===== src/rtl/prio_arbiter.sv =====
// Registered N-way request arbiter: fixed priority (MSB wins) or descending round-robin.
// Each grant is held with a valid/ack handshake until the consumer accepts it.
module prio_arbiter #(
  parameter  int unsigned N = 8,
  localparam int unsigned W = $clog2(N)
) (
  input  logic         clk,
  input  logic         rst,
  input  logic [N-1:0] req,
  input  logic         mode,
  input  logic         gnt_ack,
  output logic         gnt_vld,
  output logic [W-1:0] gnt_idx,
  output logic [N-1:0] gnt_onehot,
  output logic         busy
);

  typedef enum logic {ST_IDLE, ST_GRANT} state_t;

  state_t         r_state,  w_state_nxt;
  logic           r_vld,    w_vld_nxt;
  logic [W-1:0]   r_idx,    w_idx_nxt;
  logic [N-1:0]   r_onehot, w_onehot_nxt;
  logic [W-1:0]   r_ptr,    w_ptr_nxt;
  logic           r_rr,     w_rr_nxt;
  logic [W-1:0]   w_fix_idx;
  logic [W-1:0]   w_rr_idx;
  logic [W-1:0]   w_win;

  // Fixed priority: the last set bit scanned upward is the highest one
  always_comb begin
    w_fix_idx = '0;
    for (int unsigned i = 0; i < N; i++) begin
      if (req[W'(i)]) w_fix_idx = W'(i);
    end
  end

  // Round-robin: first set bit searching ptr, ptr-1, ... wrapping modulo N
  always_comb begin
    int unsigned pos;
    logic        hit;
    pos      = 0;
    hit      = 1'b0;
    w_rr_idx = '0;
    for (int unsigned off = 0; off < N; off++) begin
      pos = (32'(r_ptr) + N - off) % N;
      if (!hit && req[W'(pos)]) begin
        w_rr_idx = W'(pos);
        hit      = 1'b1;
      end
    end
  end

  assign w_win = mode ? w_rr_idx : w_fix_idx;

  always_ff @(posedge clk or posedge rst) begin
    if (rst) begin
      r_state  <= ST_IDLE;
      r_vld    <= 1'b0;
      r_idx    <= '0;
      r_onehot <= '0;
      r_ptr    <= W'(N - 1);
      r_rr     <= 1'b0;
    end else begin
      r_state  <= w_state_nxt;
      r_vld    <= w_vld_nxt;
      r_idx    <= w_idx_nxt;
      r_onehot <= w_onehot_nxt;
      r_ptr    <= w_ptr_nxt;
      r_rr     <= w_rr_nxt;
    end
  end

  // r_rr remembers the mode the grant was issued in, so ack advances ptr only for RR grants
  always_comb begin
    w_state_nxt  = r_state;
    w_vld_nxt    = r_vld;
    w_idx_nxt    = r_idx;
    w_onehot_nxt = r_onehot;
    w_ptr_nxt    = r_ptr;
    w_rr_nxt     = r_rr;
    case (r_state)
      ST_IDLE: begin
        if (|req) begin
          w_state_nxt         = ST_GRANT;
          w_vld_nxt           = 1'b1;
          w_idx_nxt           = w_win;
          w_onehot_nxt        = '0;
          w_onehot_nxt[w_win] = 1'b1;
          w_rr_nxt            = mode;
        end
      end
      ST_GRANT: begin
        if (gnt_ack) begin
          w_state_nxt  = ST_IDLE;
          w_vld_nxt    = 1'b0;
          w_idx_nxt    = '0;
          w_onehot_nxt = '0;
          if (r_rr) w_ptr_nxt = (r_idx == '0) ? W'(N - 1) : r_idx - W'(1);
        end
      end
      default: w_state_nxt = ST_IDLE;
    endcase
  end

  assign gnt_vld    = r_vld;
  assign gnt_idx    = r_idx;
  assign gnt_onehot = r_onehot;
  assign busy       = r_vld;

endmodule


===== config.mk =====
export PLATFORM = sky130hd
export DESIGN_NAME = prio_arbiter
export DESIGN_NICKNAME = d
export VERILOG_FILES = /design/src/rtl/prio_arbiter.sv
export SDC_FILE = /design/constraint.sdc
export NUM_CORES = 1
export LEC_CHECK = 0
export BUFFER_PORTS_ARGS = -buffer_cell sky130_fd_sc_hd__buf_2
export CORE_MARGIN = 2
export CORE_UTILIZATION = 45
export DETAILED_ROUTE_END_ITERATION = 7
export GPL_TIMING_DRIVEN = 0
export PLACE_DENSITY = 0.67
export SLEW_MARGIN = 25
export SYNTH_ARGS = -nofsm -noshare
export SYNTH_HDL_FRONTEND = slang
export SYNTH_SLANG_ARGS = --single-unit

===== constraint.sdc =====
create_clock -name clk -period 3.7 [get_ports clk]
set_clock_uncertainty 0.05 [all_clocks]
set_input_delay 0.37 -clock clk [delete_from_list [all_inputs] [get_ports clk]]
set_output_delay 0.37 -clock clk [all_outputs]
set_load 0.005 [all_outputs]

==> After elaboration in Yosys (flattened, before gate mapping) <==
Index checks and enable logic that the tools add are counted.
{ "totals": {"regBits": 17, "in_bits": 12, "output_inout_bits": 13, "word_cells": 102} }
{ "op_classes": {"n_lt_le_gt_ge": 10, "eq_ne": 2, "bitwise_logic": 1, "reduce_logical": 20, "add_sub_neg": 9, "mux": 54} }
{ "op_table": {"columns": ["op", "count"], "rows": [
  ["$mux 3", 16],
  ["$lt 3x4->1 const B", 9],
  ["$bmux 1 s3", 8],
  ["$mux 1", 21],
  ["$mux 8", 2],
  ["$pmux 8 s2", 1],
  ["$sub 3x3->3 const B", 4],
  ["$logic_and 1x1->1", 8],
  ["$reduce_or 8->1", 1],
  ["$logic_not 1->1", 7],
  ["$pmux 3 s2", 1],
  ["$sub 3x1->3 const B", 2],
  ["$sub 3x2->3 const B", 2],
  ["$mux 2", 2],
  ["$ne 2x2->1 const B", 2],
  ["$pmux 1 s2", 2],
  ["$reduce_and 2->1", 2],
  ["$add 3x1->3 const B", 1],
  ["$demux 1 s3", 1],
  ["$ge 3x1->1 const B", 1],
  ["$logic_not 3->1", 1],
  ["$reduce_and 3->1", 1],
  ["$not 1->1", 1]
]} }

==> Logic depth before layout (Yosys ltp) <==
Gate-level depths: netlist (run 1).
{ "depth": {"ltp_word": 32, "ltp_mapped": 13, "mapped_depth_nobuf": 10} }

==> Worst setup path before layout (run 1) <==
OpenSTA, ideal clock, no wires.
{ "synth_timing": {"path_type": "register to register", "startpoint": "reg r_ptr[1]", "endpoint": "reg r_onehot[7], in the netlist gnt_onehot[7]", "t_required_ns": 3.528, "setup_ns": 0.122, "n_path_buf": 2, "synth_period_minus_slack_ns": 3.466, "stages_incl_launch_ff": 13, "t_arrival_ns": 3.294, "path_slack_ns": 0.234, "path_cell_list": "dfstp_2 buf_6 buf_2 inv_2 ha_1 mux4_2 mux2_4 nand2b_4 a211oi_4 o221ai_1 a311oi_4 inv_2 a32o_1"} }
{ "synth_via": {"elab_chain_cells": 32, "elab_cells_between_ends": 61, "cone_classes": "8 x add/sub; 2 x order compare; 36 x mux; 15 x reduce/logical"} }
{ "synth_lines": {"columns": ["item", "line", "source"], "rows": [
  ["from (decl)", "24", "logic [W-1:0] r_ptr, w_ptr_nxt;"],
  ["from (signal assigned)", "62", "r_ptr <= W'(N - 1);"],
  ["from (signal assigned)", "69", "r_ptr <= w_ptr_nxt;"],
  ["$add 3x1->3 (*)", "46", "pos = (32'(r_ptr) + N - off) % N;"],
  ["parallel branches: the longest is 23 deep, another holds $sub 3x1->3", null, null],
  ["$mux 3 (*)", "47", "if (!hit && req[W'(pos)]) begin"],
  ["$mux 3 (*)", "54", "assign w_win = mode ? w_rr_idx : w_fix_idx;"],
  ["$lt 3x4->1 (not written as such) or $ge 3x1->1 (tied branches)", "89", "w_onehot_nxt[w_win] = 1'b1;"],
  ["$logic_and 1x1->1 (not written as such)", "89", null],
  ["$mux 1 (not written as such)", "89", null],
  ["$demux 1 s3 (*)", "89", null],
  ["$mux 8 (*)", "84", "if (|req) begin"],
  ["$pmux 8 s2 (*)", "82", "case (r_state)"],
  ["to (signal assigned)", "68", "r_onehot <= w_onehot_nxt;"],
  ["to (decl)", "23", "logic [N-1:0] r_onehot, w_onehot_nxt;"]
]} }
Mark *: on every way between the ends. The select of a mux whose other input is x is not followed.
A chain may end at the register's enable or synchronous reset.

==> Worst setup path after layout (run 1) <==
{ "layout_timing": {"startpoint": "reg r_ptr[1]", "endpoint": "reg r_onehot[0], in the netlist gnt_onehot[0]"} }
The elaborated chain is that of the path after synthesis.

==> out/qor.yml, run 1 <==
required_ps: 3810
cts_tree: "yes"
wl_met2_um: 2112
grt_pass1_vias: 1484
cts_buffer_depth: 2
drv_cap: 0
cp-start-kind: "register"
m1WireLength_um: 2096
dr_total_vias: 1660
syn_to_final_growth_pct: 14.64
r2r_cells: 11
synth_top_area_share_pct: 18.47
grt_setup_unrepaired: "false"
ys_ff_latch: 17
finalHoldViolCount: 0
critPathTopFamily: "compound AO/OA/AOI/OAI gates"
top_layer: "met4"
r2r-start: "r_ptr[1]"
syn_inst: 197
path_cells: "buf_6 -> inv_2 -> ha_4 -> mux4_2 -> mux2_4 -> nand2b_4 -> a211oi_4 -> o221ai_1 -> a311oi_4 -> inv_2 -> o31ai_1"
yosysSeqAreaShare_pct: 22.63
utilization_pct: 53.98
dieArea_um2: 4751
diodes: 0
cellLeakagePower_nw: 0.9238
wl_per_cell_um: 16.38
row_count: 23
dp_hpwl_um: 3400
core_um2: 4029
status: "completed"
ios: 25
die_h_um: 68.93
vdd_drop_max_mv: 0.4083
root_buffer: "clkbuf_8"
syn_area_um2: 1897
dr_wl_met3_um: 206
finalPower_mw: 1.769
ys.flop_type: "dfrtp_1"
htreeDepth: 1
grtUsageTotal_pct: 20.40
crit_top_cell: "inv_2"
routed_via_density: 6.103
die_w_um: 68.93
hold_ws_ps: 142.3
multi_input_comb_area_um2: 1348
cp.depth: 11
ys_types: 59
relSlewSlack_pct: 56.04
final-seq-area_um2: 429.2
synth_top_area_cell: "dfrtp_1"
slew_viol_final: 0
rrSetupSlack_ps: 210
drtPass1Iterations: 4
regToRegEndpoint: "gnt_onehot[0]"
wl_um: 4456
worstSetupPathType: "register to register"
fin_crit_ps: 3486
yosysWarningCount: 0
post-route-period-util_pct: 94.23
initial_core_util_pct: 47.08
grt_max_degree: 18
final_nets: 239
cts_sinks: 17
gp_congestion: 0.8799
drt-initial-drc-count: 124
synth_edf_count: 0
worstSetupEndpointType: "register"
p_per_area_nw_per_um2: 813.6
synth_nets: 213
crit_arrival_ps: 3590
worstMarginPinSlew_ps: 658.7
postCtsHoldBufs: 0
slowest_delay_ps: 540
grt_remaining_overflow: 0
drc: 0
hold_path.class: "input port to async pin"
crit_path_max_fanout: 16
clkTransAtPathRegs_ps: 70
drive_gt1_share_pct: 33.78
n_fill_cell: 381
antenna_found_initial: 0
cts_made_buffers: 3
setup_viol: 0
io_buffers: 19
clock_latency_ps: 260
synth.area.top_cells: "dfrtp_1 (18%), mux4_2 (9.5%), mux4_1 (5.5%), mux2i_1 (4.7%), dfstp_2 (4.2%)"
max_freq_mhz: 286.8
final_antenna_net_count: 0
slowest_stage: "dfstp_2"
crit_buf_inv: 3
postSynth.asyncResetShare_pct: 100.0
tns_ps: 0
grt_pass1_wl_um: 7182
syn-mean-instance-area_um2: 9.629
[metrics by stage]
step           instance area (um2)  worst slack (ps)  instances
2_1_floorplan                 1897             234.0        197
6_report                      2175             213.6        272
3_5_place_dp                  2054            -250.5        266
5_1_grt                       2175             58.08        272
3_3_place_gp                  2054            -217.9        266
4_1_cts                       2111             99.29        271
[cells in the final DEF, fill, tap and decap left out, types with 6 or more instances in the layout]
cell and instances:
nand2_1 21, buf_2 21, mux2i_2 6, buf_6 7
a21oi_1 10, nor3_1 6, inv_1 11, nor2_1 12
mux4_2 8, dfrtp_1 14
[cells by family (layout without fill, tap and decap cells)]
| logic type | after synthesis | in the layout | synth area share (%) |
|---|---|---|---|
| AND/OR/NAND/NOR | 63 | 63 | 16.89 |
| buffers and inverters | 30 | 55 | 9.102 |
| XOR/XNOR | 4 | 4 | 1.847 |
| multiplexers | 26 | 26 | 23.22 |
| AO/OA/AOI/OAI | 53 | 53 | 23.68 |
| flip-flops | 17 | 17 | 22.63 |
| adder cells (fa/ha/maj) | 4 | 4 | 2.639 |
[where the power goes]
group,internal [mW],switching [mW]
sequential,0.244,0.0286
combinational,0.600,0.754
clock,0.0749,0.0682
total,0.918,0.851
[synth_stat cells (all sizes together) (2+ instances only)]
library cell / count
a211oi: 4
a21boi: 2
a21oi: 10
a22oi: 3
a311oi: 2
a31oi: 3
a32o: 5
and2: 4
buf: 13
clkbuf: 2
dfrtp: 14
dfstp: 3
ha: 4
inv: 15
mux2: 3
mux2i: 11
mux4: 12
nand2: 21
nand2b: 2
nand3: 4
nor2: 12
nor2b: 5
nor3: 6
nor4: 3
o21ai: 4
o21bai: 2
o221ai: 6
o31ai: 5
xor2: 3
[cell type report]
type	instances	area share (%)
Multi-Input combinational cell	150	61.97
Sequential cell	17	19.74
Timing Repair Buffer	22	5.409
Buffer	14	5.293
Tap cell	50	2.877
Inverter	15	2.589
Clock buffer	3	1.899
Clock inverter	1	0.2301
[repair_timing]
item,4_1_cts,5_1_grt
cloned,0,0
endpoints found under the setup margin,10,10
setup buffers,2,1
gates resized for setup,0,11
pin swaps,2,1
[sequential cells by signal, indices dropped and copies added (netlist names)]
register and count:
gnt_idx 3, r_rr 1, gnt_onehot 8, r_state 1, busy 1, r_ptr 3
[routing by layer]
metal / vias to the layer above / track usage [%]
li1: 809 / -
met1: 788 / 29.41
met2: 56 / 31.73
met3: 7 / 4.221
met4: 0 / 3.922
met5: - / 0
[worst max-delay path by stage]
| stage | start | end | slack (ps) |
|---|---|---|---|
| floorplan | r_ptr[1] | gnt_onehot[7] | 230 |
| global placement | r_ptr[1] | gnt_onehot[5] | -220 |
| detailed placement | r_ptr[1] | gnt_onehot[0] | -250 |
| CTS | r_ptr[1] | gnt_onehot[0] | 100 |
| global route | r_ptr[1] | gnt_onehot[3] | 60 |
| finish | r_ptr[1] | gnt_onehot[0] | 210 |
No activity file was read; power rests on OpenSTA's default activity.
==> run 2: changes to the inputs <==
--- a/config.mk
+++ b/config.mk
@@ -11,6 +11,7 @@
 export DETAILED_ROUTE_END_ITERATION = 7
 export GPL_TIMING_DRIVEN = 0
 export PLACE_DENSITY = 0.67
+export SETUP_SLACK_MARGIN = 0.5
 export SLEW_MARGIN = 25
 export SYNTH_ARGS = -nofsm -noshare
 export SYNTH_HDL_FRONTEND = slang
==> run 2 against run 1 <==
  * Final area up 9.3%
  * Worst hold slack worse by 6.4 ps
  * Die area did not move
  * Sequential share of layout area is 1.7 points lower
  * Combinational power grew 22%
  * Total power grew 17%
  * Via count up 6.9%
  * Sequential power hardly changed
  * Largest power group unchanged
  * Highest routed layer unchanged
==> out/qor.yml, run 2 (same netlist as run 1, synthesis figures left out) <==
vdd_drop_max_mv: 0.4598  # +13%
grt_pass1_wl_um: 7866  # +9.5%
clkTransAtPathRegs_ps: 60  # about the same
antenna_found_initial: 0  # unchanged
row_count: 23  # unchanged
final_common_cell: "buf_2"
crit_path_max_fanout: 4  # -12
dp_worst_setup_slack_ps: 100.5  # +351.0 ps
ios: 25  # unchanged
dieArea_um2: 4751  # unchanged
worstSetupPathType: "register to register"
grtUsageTotal_pct: 22.42  # +2.0 points
htreeDepth: 1  # unchanged
status: "completed"
io_buffers: 19  # unchanged
worstSetupEndpointType: "register"
cts_made_buffers: 3  # unchanged
grt_max_degree: 18  # unchanged
crit_arrival_ps: 3490  # -100 ps
setup_ws_ps: 296.6  # +83.02 ps
finalHoldViolCount: 0  # unchanged
wl_um: 4985  # +12%
drv_cap: 0  # unchanged
cp-start-kind: "register"
drt-initial-drc-count: 120  # -3.2%
utilization_pct: 59.01  # +5.0 points
gp_congestion: 0.8940  # +1.6%
diodes: 0  # unchanged
slew_viol_final: 0  # unchanged
final_cell_mix: "buf_2 (21), nand2_1 (19), buf_4 (17)"
hold_path.class: "input port to async pin"
cts_sinks: 17  # unchanged
tns_ps: 0  # unchanged
postCtsHoldBufs: 0  # unchanged
worstMarginPinSlew_ps: 643.2  # -15.53 ps
largest_reg_flops: 8  # unchanged
drive_gt1_share_pct: 42.13  # +8.3 points
setup_viol: 0  # unchanged
required_ps: 3790  # -20 ps
drtPass1Iterations: 4  # unchanged
cts_buffer_depth: 2  # unchanged
clock_latency_ps: 250  # about the same
grt_setup_unrepaired: "true"
grt_pass1_vias: 1588  # +7.0%
cellLeakagePower_nw: 1.002  # +8.5%
fin_crit_ps: 3403  # -83.02 ps
drc: 0  # unchanged
wl_per_cell_um: 17.49  # +6.8%
max_freq_mhz: 293.8  # +2.4%
die_h_um: 68.93  # unchanged
final_antenna_net_count: 0  # unchanged
relSlewSlack_pct: 57.12  # +1.1 points
initial_core_util_pct: 47.08  # unchanged
p_per_area_nw_per_um2: 869.1  # +6.8%
routed_via_density: 6.228  # +2.1%
dp_hpwl_um: 3475  # +2.2%
cts_tree: "yes"
post-route-period-util_pct: 91.98  # -2.2 points
die_w_um: 68.93  # unchanged
root_buffer: "clkbuf_8"
final_nets: 252  # +5.4%
syn_to_final_growth_pct: 25.33
grt_remaining_overflow: 0  # unchanged
hold_ws_ps: 135.8  # -6.445 ps
dr_total_vias: 1775  # +6.9%
core_um2: 4029  # unchanged
[run 2: per-stage QoR]
| step | area [um2] | cells | total power [mW] |
|---|---|---|---|
| 6_report | 2377 | 285 | 2.066 |
| 5_1_grt | 2377 | 285 | 2.211 |
| 2_1_floorplan | 1931 | 197 | 1.300 |
| 3_5_place_dp | 2088 | 266 | 1.554 |
| 3_3_place_gp | 2088 | 266 | 1.541 |
| 4_1_cts | 2287 | 282 | 1.901 |
[run 2: final timing paths]
kind	from	cells past startpoint	slack [ps]	to
max	r_ptr[1]	13	300	gnt_onehot[7]
min	rst	2	140	gnt_idx[0]
max reg2reg	r_ptr[1]	13	300	gnt_onehot[7]
min reg2reg	gnt_onehot[2]	2	420	gnt_onehot[2]
max in group asynchronous	rst	2	3060	gnt_onehot[2]
min in group clk	gnt_ack	3	380	r_state
[run 2: report_power, final]
part | total, mW | internal [mW] | switching (mW) | leakage [nW]
Combinational | 1.65 | 0.774 | 0.881 | 0.766
Clock | 0.138 | 0.0764 | 0.0612 | 0.0228
Sequential | 0.274 | 0.244 | 0.0294 | 0.213
Total | 2.07 | 1.10 | 0.971 | 1.00
[run 2: final cells by class]
cell class,instances,area (um2)
Timing Repair Buffer,34,207.7
Sequential cell,17,429.2
Multi-Input combinational cell,150,1424
Buffer,15,142.6
Clock buffer,4,45.04
Inverter,15,66.31
Fill cell,344,1652
Tap cell,50,62.56
[run 2: repair_timing]
| action | CTS | global route |
|---|---|---|
| gates resized for setup | 15 | 14 |
| pin swaps | 10 | 13 |
| endpoints found under the setup margin | 11 | 11 |
| buffers inserted | 12 | 3 |
[run 2: routing by layer]
| layer | routed length, um | GRT usage [%] | vias up |
|---|---|---|---|
| li1 | - | - | 830 |
| met1 | 2171 | 32.93 | 869 |
| met2 | 2429 | 35.46 | 69 |
| met3 | 331 | 1.948 | 7 |
| met4 | 53 | 5.882 | 0 |
| met5 | 0 | 0 | - |
[run 2: worst max-delay path, stage by stage (launching register included)]
cell      delay [ps]
dfstp_2          540
buf_6            100
buf_12           100
inv_8             30
ha_4             290
mux4_2           530
buf_4            180
or2b_4           230
o221ai_2         110
a22oi_2          250
o221ai_2         170
a311oi_4         350
inv_2            100
a32o_1           260
